[src/rtl/cpair_frame_src_pkg.sv]
// Shared types and constants for the complex-pair frame sequencer and its consumer model.
package cpair_frame_src_pkg;

  localparam int FRAME_LEN = 4;
  localparam int CMULT_LAT = 5;
  localparam int OP_W      = 16;

  typedef enum logic {
    IDLE  = 1'b0,
    ISSUE = 1'b1
  } state_t;

  typedef struct packed {
    logic signed [OP_W-1:0] ar;
    logic signed [OP_W-1:0] ai;
    logic signed [OP_W-1:0] br;
    logic signed [OP_W-1:0] bi;
  } pair_t;

endpackage

[src/rtl/cpair_frame_src_if.sv]
// Operand write port and frame output port of the complex-pair sequencer.
interface cpair_frame_src_if
  import cpair_frame_src_pkg::*;
#(
  parameter int N = OP_W
);

  logic                wr_en;
  logic signed [N-1:0] wr_ar, wr_ai, wr_br, wr_bi;
  logic                full;
  logic                overflow;
  logic signed [N-1:0] out_ar, out_ai, out_br, out_bi;
  logic                out_valid;
  logic                out_first;
  logic                out_last;
  logic                sum_valid;

  modport master (
    input  wr_en, wr_ar, wr_ai, wr_br, wr_bi,
    output full, overflow,
    output out_ar, out_ai, out_br, out_bi,
    output out_valid, out_first, out_last, sum_valid
  );

  modport slave (
    output wr_en, wr_ar, wr_ai, wr_br, wr_bi,
    input  full, overflow,
    input  out_ar, out_ai, out_br, out_bi,
    input  out_valid, out_first, out_last, sum_valid
  );

endinterface

[src/rtl/cpair_fifo.sv]
// Operand-pair FIFO: storage, wrapping pointers, occupancy, full flag and sticky overflow.
module cpair_fifo
  import cpair_frame_src_pkg::*;
#(
  parameter int DEPTH = 8
) (
  input  logic                     clk,
  input  logic                     rst,
  input  logic                     push,
  input  pair_t                    din,
  input  logic                     pop,
  output pair_t                    dout,
  output logic [$clog2(DEPTH):0]   count,
  output logic                     full,
  output logic                     overflow,
  output logic                     push_ok
);

  localparam int AW = $clog2(DEPTH);

  pair_t           mem [DEPTH];
  logic [AW-1:0]   wr_ptr_reg, rd_ptr_reg;
  logic [AW:0]     count_reg;
  logic            overflow_reg;
  logic            pop_ok;

  // Full is judged on the registered count, so a same-cycle pop never makes room for a push.
  assign full     = (count_reg == (AW+1)'(DEPTH));
  assign push_ok  = push && !full;
  assign pop_ok   = pop && (count_reg != '0);
  assign dout     = mem[rd_ptr_reg];
  assign count    = count_reg;
  assign overflow = overflow_reg;

  always_ff @(posedge clk) begin
    if (push_ok) begin
      mem[wr_ptr_reg] <= din;
    end
  end

  always_ff @(posedge clk) begin
    if (rst) begin
      wr_ptr_reg   <= '0;
      rd_ptr_reg   <= '0;
      count_reg    <= '0;
      overflow_reg <= 1'b0;
    end else begin
      if (push_ok) begin
        wr_ptr_reg <= wr_ptr_reg + AW'(1);
      end
      if (pop_ok) begin
        rd_ptr_reg <= rd_ptr_reg + AW'(1);
      end
      count_reg <= count_reg + (AW+1)'(push_ok) - (AW+1)'(pop_ok);
      if (push && full) begin
        overflow_reg <= 1'b1;
      end
    end
  end

endmodule

[src/rtl/cpair_frame_src.sv]
// Issues buffered operand pairs as gap-free 4-beat frames and flags when the
// downstream window sum covers exactly one frame.
module cpair_frame_src
  import cpair_frame_src_pkg::*;
#(
  parameter int Q     = 8,
  parameter int N     = 16,
  parameter int DEPTH = 8
) (
  input  logic               clk,
  input  logic               rst,
  cpair_frame_src_if.master  bus
);

  localparam int              CW        = $clog2(DEPTH) + 1;
  localparam logic [CW:0]     FRAME_MIN = (CW+1)'(FRAME_LEN);

  // Q only describes the operand format; an integer-only format makes no sense here.
  if (Q >= N) begin : g_q_check
    $error("cpair_frame_src: Q must be smaller than N");
  end

  pair_t              wr_pair;
  pair_t              head;
  pair_t              out_pair_reg;
  logic [CW-1:0]      count;
  logic               fifo_full;
  logic               fifo_ovf;
  logic               push_ok;
  logic               pop;
  logic [CW:0]        avail_after;

  state_t             state_reg, state_next;
  logic [1:0]         beat_reg, beat_next;
  logic               out_valid_reg, out_first_reg, out_last_reg;
  logic [CMULT_LAT-1:0] lat_reg;

  assign wr_pair = '{ar: bus.wr_ar, ai: bus.wr_ai, br: bus.wr_br, bi: bus.wr_bi};

  cpair_fifo #(
    .DEPTH (DEPTH)
  ) u_fifo (
    .clk      (clk),
    .rst      (rst),
    .push     (bus.wr_en),
    .din      (wr_pair),
    .pop      (pop),
    .dout     (head),
    .count    (count),
    .full     (fifo_full),
    .overflow (fifo_ovf),
    .push_ok  (push_ok)
  );

  // Occupancy seen next cycle once this cycle's pop and accepted push land.
  assign avail_after = {1'b0, count} + (CW+1)'(push_ok) - (CW+1)'(1);

  // beat_reg names the beat being popped this cycle; it is registered onto out_* next cycle.
  always_comb begin
    state_next = state_reg;
    beat_next  = beat_reg;
    pop        = 1'b0;
    case (state_reg)
      IDLE: begin
        if ({1'b0, count} >= FRAME_MIN) begin
          pop        = 1'b1;
          beat_next  = 2'd1;
          state_next = ISSUE;
        end
      end
      ISSUE: begin
        pop       = 1'b1;
        beat_next = beat_reg + 2'd1;
        if (beat_reg == 2'd3 && avail_after < FRAME_MIN) begin
          state_next = IDLE;
        end
      end
      default: begin
        state_next = IDLE;
        beat_next  = 2'd0;
      end
    endcase
  end

  always_ff @(posedge clk) begin
    if (rst) begin
      state_reg     <= IDLE;
      beat_reg      <= 2'd0;
      out_valid_reg <= 1'b0;
      out_first_reg <= 1'b0;
      out_last_reg  <= 1'b0;
      out_pair_reg  <= '0;
      lat_reg       <= '0;
    end else begin
      state_reg     <= state_next;
      beat_reg      <= beat_next;
      out_valid_reg <= pop;
      out_first_reg <= pop && (beat_reg == 2'd0);
      out_last_reg  <= pop && (beat_reg == 2'd3);
      out_pair_reg  <= pop ? head : '0;
      lat_reg       <= {lat_reg[CMULT_LAT-2:0], out_last_reg};
    end
  end

  assign bus.out_ar    = out_pair_reg.ar;
  assign bus.out_ai    = out_pair_reg.ai;
  assign bus.out_br    = out_pair_reg.br;
  assign bus.out_bi    = out_pair_reg.bi;
  assign bus.out_valid = out_valid_reg;
  assign bus.out_first = out_first_reg;
  assign bus.out_last  = out_last_reg;
  assign bus.sum_valid = lat_reg[CMULT_LAT-1];
  assign bus.full      = fifo_full;
  assign bus.overflow  = fifo_ovf;

endmodule

[src/flat_wrapper.sv]
// flat-port wrapper written by rule: the top's interface ports become plain ports
module cpair_frame_src_flat import cpair_frame_src_pkg::*;
#(
  parameter int Q     = 8,
  parameter int N     = 16,
  parameter int DEPTH = 8
)
  (clk, rst, bus_wr_en, bus_wr_ar, bus_wr_ai, bus_wr_br, bus_wr_bi, bus_full, bus_overflow, bus_out_ar, bus_out_ai, bus_out_br, bus_out_bi, bus_out_valid, bus_out_first, bus_out_last, bus_sum_valid);
  cpair_frame_src_if #(.N(N)) bus_i ();
  input  logic clk;
  input  logic rst;
  input wire logic [$bits(bus_i.wr_en)-1:0] bus_wr_en;
  input wire logic [$bits(bus_i.wr_ar)-1:0] bus_wr_ar;
  input wire logic [$bits(bus_i.wr_ai)-1:0] bus_wr_ai;
  input wire logic [$bits(bus_i.wr_br)-1:0] bus_wr_br;
  input wire logic [$bits(bus_i.wr_bi)-1:0] bus_wr_bi;
  output wire logic [$bits(bus_i.full)-1:0] bus_full;
  output wire logic [$bits(bus_i.overflow)-1:0] bus_overflow;
  output wire logic [$bits(bus_i.out_ar)-1:0] bus_out_ar;
  output wire logic [$bits(bus_i.out_ai)-1:0] bus_out_ai;
  output wire logic [$bits(bus_i.out_br)-1:0] bus_out_br;
  output wire logic [$bits(bus_i.out_bi)-1:0] bus_out_bi;
  output wire logic [$bits(bus_i.out_valid)-1:0] bus_out_valid;
  output wire logic [$bits(bus_i.out_first)-1:0] bus_out_first;
  output wire logic [$bits(bus_i.out_last)-1:0] bus_out_last;
  output wire logic [$bits(bus_i.sum_valid)-1:0] bus_sum_valid;
  assign bus_i.wr_en = bus_wr_en;
  assign bus_i.wr_ar = bus_wr_ar;
  assign bus_i.wr_ai = bus_wr_ai;
  assign bus_i.wr_br = bus_wr_br;
  assign bus_i.wr_bi = bus_wr_bi;
  assign bus_full = bus_i.full;
  assign bus_overflow = bus_i.overflow;
  assign bus_out_ar = bus_i.out_ar;
  assign bus_out_ai = bus_i.out_ai;
  assign bus_out_br = bus_i.out_br;
  assign bus_out_bi = bus_i.out_bi;
  assign bus_out_valid = bus_i.out_valid;
  assign bus_out_first = bus_i.out_first;
  assign bus_out_last = bus_i.out_last;
  assign bus_sum_valid = bus_i.sum_valid;
  cpair_frame_src #(.Q(Q), .N(N), .DEPTH(DEPTH)) u_core (.clk(clk), .rst(rst), .bus(bus_i));
endmodule
[config.mk]
export PLATFORM = sky130hd
export DESIGN_NAME = cpair_frame_src_flat
export DESIGN_NICKNAME = d
export VERILOG_FILES = /design/src/rtl/cpair_frame_src_pkg.sv /design/src/rtl/cpair_frame_src_if.sv /design/src/rtl/cpair_fifo.sv /design/src/rtl/cpair_frame_src.sv /design/src/flat_wrapper.sv
export SDC_FILE = /design/constraint.sdc
export NUM_CORES = 1
export LEC_CHECK = 0
export BUFFER_PORTS_ARGS = -buffer_cell sky130_fd_sc_hd__buf_2
export CELL_PAD_IN_SITES_DETAIL_PLACEMENT = 2
export CELL_PAD_IN_SITES_GLOBAL_PLACEMENT = 2
export CORE_MARGIN = 3
export CORE_UTILIZATION = 50
export DETAILED_ROUTE_END_ITERATION = 10
export PLACE_DENSITY_LB_ADDON = 0.05
export SETUP_SLACK_MARGIN = 0.1
export SLEW_MARGIN = 30
export SYNTH_ARGS = -nofsm -noshare
export SYNTH_HDL_FRONTEND = slang
export SYNTH_SLANG_ARGS = --single-unit
[constraint.sdc]
create_clock -name clk -period 9.9 [get_ports clk]
set_input_delay 0 -clock clk [delete_from_list [all_inputs] [get_ports clk]]
set_output_delay 0 -clock clk [all_outputs]
set_load 0.03 [all_outputs]
# After elaboration in Yosys (flattened, before gate mapping)
# Memories as Yosys holds them, arrays and structs flattened. A register that Yosys moved wholly into a read port is not among the register bits.
# Cells that the tools add are included.
[totals]
mem_bits_ro = 0
mem_count = 1
elab_cells = 43
inputBits = 67
ram_bits = 512
ff_bits = 22
latch_bits = 0
[op_classes]
n_bitwise = 2
n_shift = 0
n_addsub = 7
reduce_logical = 10
n_eq_ne = 3
div_mod_pow = 0
n_mux = 8
magnitude_cmp = 2
n_mul = 0
[mem_list]
columns = ["name", "words", "word_bits", "read_ports", "rd_clocked_by_memory_dff", "wr", "line_no", "source"]
rows = [
  ["u_core.u_fifo.mem", 8, 64, 1, 1, 1, "cpair_fifo.sv:21", "pair_t mem [DEPTH];"],
]
[op_table]
columns = ["op", "count"]
rows = [
  ["$add 3x1->3 const B", 2],
  ["$logic_and 1x1->1", 6],
  ["$add 4x1->5", 1],
  ["$lt 5x3->1 const B", 1],
  ["$sub 5x1->5 const B", 1],
  ["$add 4x1->4", 1],
  ["$eq 4x4->1 const B", 1],
  ["$ge 4x3->1 const B", 1],
  ["$mux 1", 4],
  ["$pmux 1 s2", 2],
  ["$pmux 2 s2", 1],
  ["$reduce_bool 4->1", 1],
  ["$sub 4x1->4", 1],
  ["$add 2x1->2 const B", 1],
  ["$eq 2x2->1 const B", 1],
  ["$logic_not 2->1", 1],
  ["$mux 2", 1],
  ["$ne 2x1->1 const B", 1],
  ["$not 1->1", 2],
  ["$reduce_or 2->1", 1],
  ["$logic_not 1->1", 1],
]

# Longest topological paths before layout
[depth]
ltp_word = 9
depth_mapped = 11
depth_no_buf = 11

# Modules after synthesis
# A second synthesis with hierarchy kept.
[hier_totals]
hier_cells = 992
area_unflattened_um2 = 22086.2
[modules_own_cells]
columns = ["mod", "area_per_inst_um2", "n_inst", "seq_area_each_um2", "cells_each"]
rows = [
  ["cpair_fifo", 19922.9, 1, 15655.0, 824],
  ["cpair_frame_src", 2163.3, 1, 1501.4, 168],
]

# Worst setup path before layout
# OpenSTA, ideal clock, no wires.
[synth_path]
path_kind = "register to register"
startpoint = "register u_core.u_fifo.count_reg[2] (netlist: u_core.u_fifo.count[2])"
endpoint = "memory u_core.u_fifo.mem[0][0] (netlist bit) (enable)"
path_stages_with_launch = 7
setup_ns = 0.565
path_buffers = 0
period_less_slack_ns = 6.175
arrival_time_ns = 5.610
slack_ns = 3.725
path_cell_list = "dfxtp_1 inv_1 ha_1 or3b_2 nand2_1 or2_2 nor3_1"
[synth_via]
elab_chain_len = 5
[synth_lines]
columns = ["element", "line_no", "source"]
rows = [
  ["start: declaration", "cpair_fifo.sv:23", "logic [AW:0] count_reg;"],
  ["start signal: assignment", "cpair_fifo.sv:54", "count_reg <= count_reg + (AW+1)'(push_ok) - (AW+1)'(pop_ok);"],
  ["$eq 4x4->1", "cpair_fifo.sv:28", "assign full = (count_reg == (AW+1)'(DEPTH));"],
  ["$logic_not 1->1", "cpair_fifo.sv:29", "assign push_ok = push && !full;"],
  ["$logic_and 1x1->1", "cpair_fifo.sv:29", ""],
  ["$mux 1", "cpair_fifo.sv:36", "if (push_ok) begin"],
  ["$mux 1 (implied by the code)", "cpair_fifo.sv:37", "mem[wr_ptr_reg] <= din;"],
  ["end: declaration", "cpair_fifo.sv:21", ""],
]
# No other way between the ends.

# Worst setup path in the final report
[layout_path]
startpoint = "register u_core.u_fifo.count_reg[2] (netlist: u_core.u_fifo.count[2])"
endpoint = "memory u_core.u_fifo.mem[2][14] (netlist bit) (enable)"
# The elaborated chain is that of the path after synthesis.

==> load_flow_metrics.sql <==
INSERT INTO impl_metrics (metric_group, metric, value, unit) VALUES
('synth', 'ys_warn_count', '0', ''),
('job', 'cap_viol_max_count', '0', ''),
('detailed_routing', 'drt_pass1_iterations', '5', ''),
('cells_and_area', 'layout-drive-gt1-share', '0.312', ''),
('detailed_routing', 'drt-initial-drc-count', '800', ''),
('synth', 'ys_seq_area_frac', '0.799', ''),
('power_and_ir_drop', 'cell_internal_pwr', '4.82', 'mW'),
('grt', 'grt_pass1_vias', '11747', ''),
('cts', 'htree_levels', '2', ''),
('power_and_ir_drop', 'power.net_switching', '1.87', 'mW'),
('detailed_routing', 'via_count', '10303', ''),
('synth', 'synth.top_cells.by_area', 'sky130_fd_sc_hd__edfxtp_1 (72%), sky130_fd_sc_hd__mux4_2 (13%), sky130_fd_sc_hd__dfxtp_1 (8.0%)', ''),
('synth', 'synth_cell_types', '34', ''),
('sta', 'finalClockSkew', '18.8', 'ps'),
('power_and_ir_drop', 'combinationalPowerShare', '0.202', ''),
('sta', 'worst-slew-pin-transition', '882', 'ps'),
('cts', 'root_buffer', 'sky130_fd_sc_hd__clkbuf_16', ''),
('floorplan', 'die-height', '213', 'um'),
('synth', 'synth_seq_cells', '598', ''),
('worst_setup_path', 'critical_path.max_fanout', '45', ''),
('detailed_routing', 'postRouteAntennaNets', '0', ''),
('floorplan', 'design.portCount', '137', ''),
('floorplan', 'core_area', '42100', 'sq um'),
('grt', 'antenna_found_initial', '2', ''),
('synth', 'netlist.area_leader.share', '0.719', ''),
('power_and_ir_drop', 'power.clock.fraction', '0.340', ''),
('place', 'post-place-ws', '6460', 'ps'),
('cells_and_area', 'final_common_cell', 'sky130_fd_sc_hd__edfxtp_1', ''),
('cts', 'number_of_hold_buffers_added_after_cts', '67', ''),
('sta', 'worst_slack', '6490', 'ps'),
('outcome', 'outcome', 'complete, no violations', ''),
('sta', 'headroom_to_the_max_slew_limit', '0.410', ''),
('place', 'portBuffers', '136', ''),
('cts', 'total_clock_buffers_created_by_cts', '58', ''),
('worst_setup_path', 'critical_path_required', '10130', 'ps'),
('cts', 'tritoncts_num_sinks', '598', ''),
('cells_and_area', 'most-common-layout-cells', 'sky130_fd_sc_hd__edfxtp_1 (512), sky130_fd_sc_hd__buf_2 (136), sky130_fd_sc_hd__mux4_2 (128), sky130_fd_sc_hd__dfxtp_1 (84), sky130_fd_sc_hd__dlygate4sd3_1 (67)', ''),
('sta', 'final-setup-viol-count', '0', ''),
('power_and_ir_drop', 'p_seq_frac', '0.459', ''),
('power_and_ir_drop', 'leakage', '8.48', 'nW'),
('synth', 'post_synth_instance_area', '21400', 'sq um'),
('detailed_routing', 'detail_route.wl_per_cell', '33.0', 'um'),
('place', 'postPlaceCellArea', '22800', 'sq um'),
('worst_setup_path', 'slowest_delay', '760', 'ps'),
('sta', 'rsz_0062_raised_after_global_routing', 'no', ''),
('worst_setup_path', 'slowest_stage', 'sky130_fd_sc_hd__buf_4', ''),
('floorplan', 'die-width', '213', 'um'),
('power_and_ir_drop', 'pwr_density_cell', '264', 'nW/um^2'),
('cts', 'post-cts-setup-buffer-count', '0', ''),
('sta', 'report.final.hold_viol_count', '0', ''),
('synth', 'syn-mean-instance-area', '23.2', 'sq um'),
('synth', 'syn_nets', '1002', ''),
('cells_and_area', 'largest_reg_flops', '512', ''),
('floorplan', 'die_area', '45300', 'sq um'),
('detailed_routing', 'vias_per_cell', '5.89', ''),
('power_and_ir_drop', 'fin_total_pwr', '6.69', 'mW'),
('cts', 'clkLatencyLatePin', '620', 'ps'),
('cts', 'clock_tree_from_tritoncts', 'built', ''),
('grt', 'grt_pass1_wl', '84.7', 'mm'),
('power_and_ir_drop', 'switching_share', '0.279', ''),
('cells_and_area', 'largest_register', 'u_core.u_fifo.mem', ''),
('place', 'dp.final_hpwl', '29.4', 'mm'),
('sta', 'clock_period_minus_final_worst_setup_slack', '3410', 'ps'),
('worst_setup_path', 'worst-endpoint-arrival', '3640', 'ps'),
('worst_hold_path', 'worst_hold_path_type', 'input pin to flop', ''),
('worst_setup_path', 'crit_path_start_kind', 'flop', ''),
('cells_and_area', 'final_area', '25400', 'sq um'),
('floorplan', 'floorplan.initialDensity', '0.508', ''),
('cells_and_area', 'final_util', '0.602', ''),
('place', 'finalWeightedCongestion', '0.710', ''),
('synth', 'post-synth-top-area-cell', 'sky130_fd_sc_hd__edfxtp_1', '');
[metrics by stage]
step | hold slack (ps) | cells
after global routing | 231 | 1750
after CTS | 158 | 1748
after detailed placement | 291 | 1572
after global placement | 268 | 1570
after floorplan | 98.9 | 922
final | 211 | 1750
[synth_stat cells (all sizes together)]
cell and number:
dfxtp 86, and2 4, fa 1, ha 12, nor3 3, a21boi 1, or2 1, buf 33
nand2b 4, a22o 64, mux2i 2, nand3b 2, xor2 3, o21ai 1, nand3 4, inv 9
clkbuf 10, nand2 5, nor2b 8, a21oi 8, nand4b 1, nor2 14, or3b 1, o21bai 1
mux4 128, a21bo 1, edfxtp 512, xnor2 2, a211oi 1
[power by group through the flow]
| stage | clock network (mW) | registers, mW | logic [mW] |
|---|---|---|---|
| 6_report | 2.27 | 3.07 | 1.35 |
| 5_1_grt | 2.42 | 3.09 | 1.45 |
| 4_1_cts | 2.31 | 3.07 | 1.37 |
| 3_5_place_dp | 0 | 3.11 | 1.32 |
| 3_3_place_gp | 0 | 3.09 | 1.28 |
| 2_1_floorplan | 0 | 3.24 | 0.792 |
[metal layers]
layer	GRT usage	up-vias	wire (um)
met2	0.462	312	30500
met5	0	-	7
met3	0.0395	75	2330
met4	0.0608	2	1000
li1	-	4333	-
met1	0.347	5581	23900
[layout make-up]
type	instances	area, sq um
clock buffer	84	1630
multi-input combinational	272	4070
fill	3283	16800
antenna	1	2.50
sequential	598	17100
inverter	9	33.8
tap	539	674
timing repair buffer	222	1580
clock inverter	25	267
[cell families after synthesis]
| group | share of synthesized area |
|---|---|
| mux | 0.136 |
| fa+ha+maj | 0.00795 |
| buf+inv | 0.0137 |
| xor+xnor | 0.00205 |
| simple gates | 0.0118 |
| compound gates | 0.0298 |
| flops | 0.799 |
[final timing paths]
kind	startpoint	endpoint	slack, ps	cells past startpoint
setup reg to reg	u_core.u_fifo.count[2]	u_core.u_fifo.mem[2][14]	6490	7
setup / recovery	u_core.u_fifo.count[2]	u_core.u_fifo.mem[2][14]	6490	7
hold reg to reg	u_core.lat_reg[2]	u_core.lat_reg[3]	470	1
hold / removal	bus_wr_ar[1]	u_core.u_fifo.mem[4][49]	210	2
(Power assumes the default switching activity.)
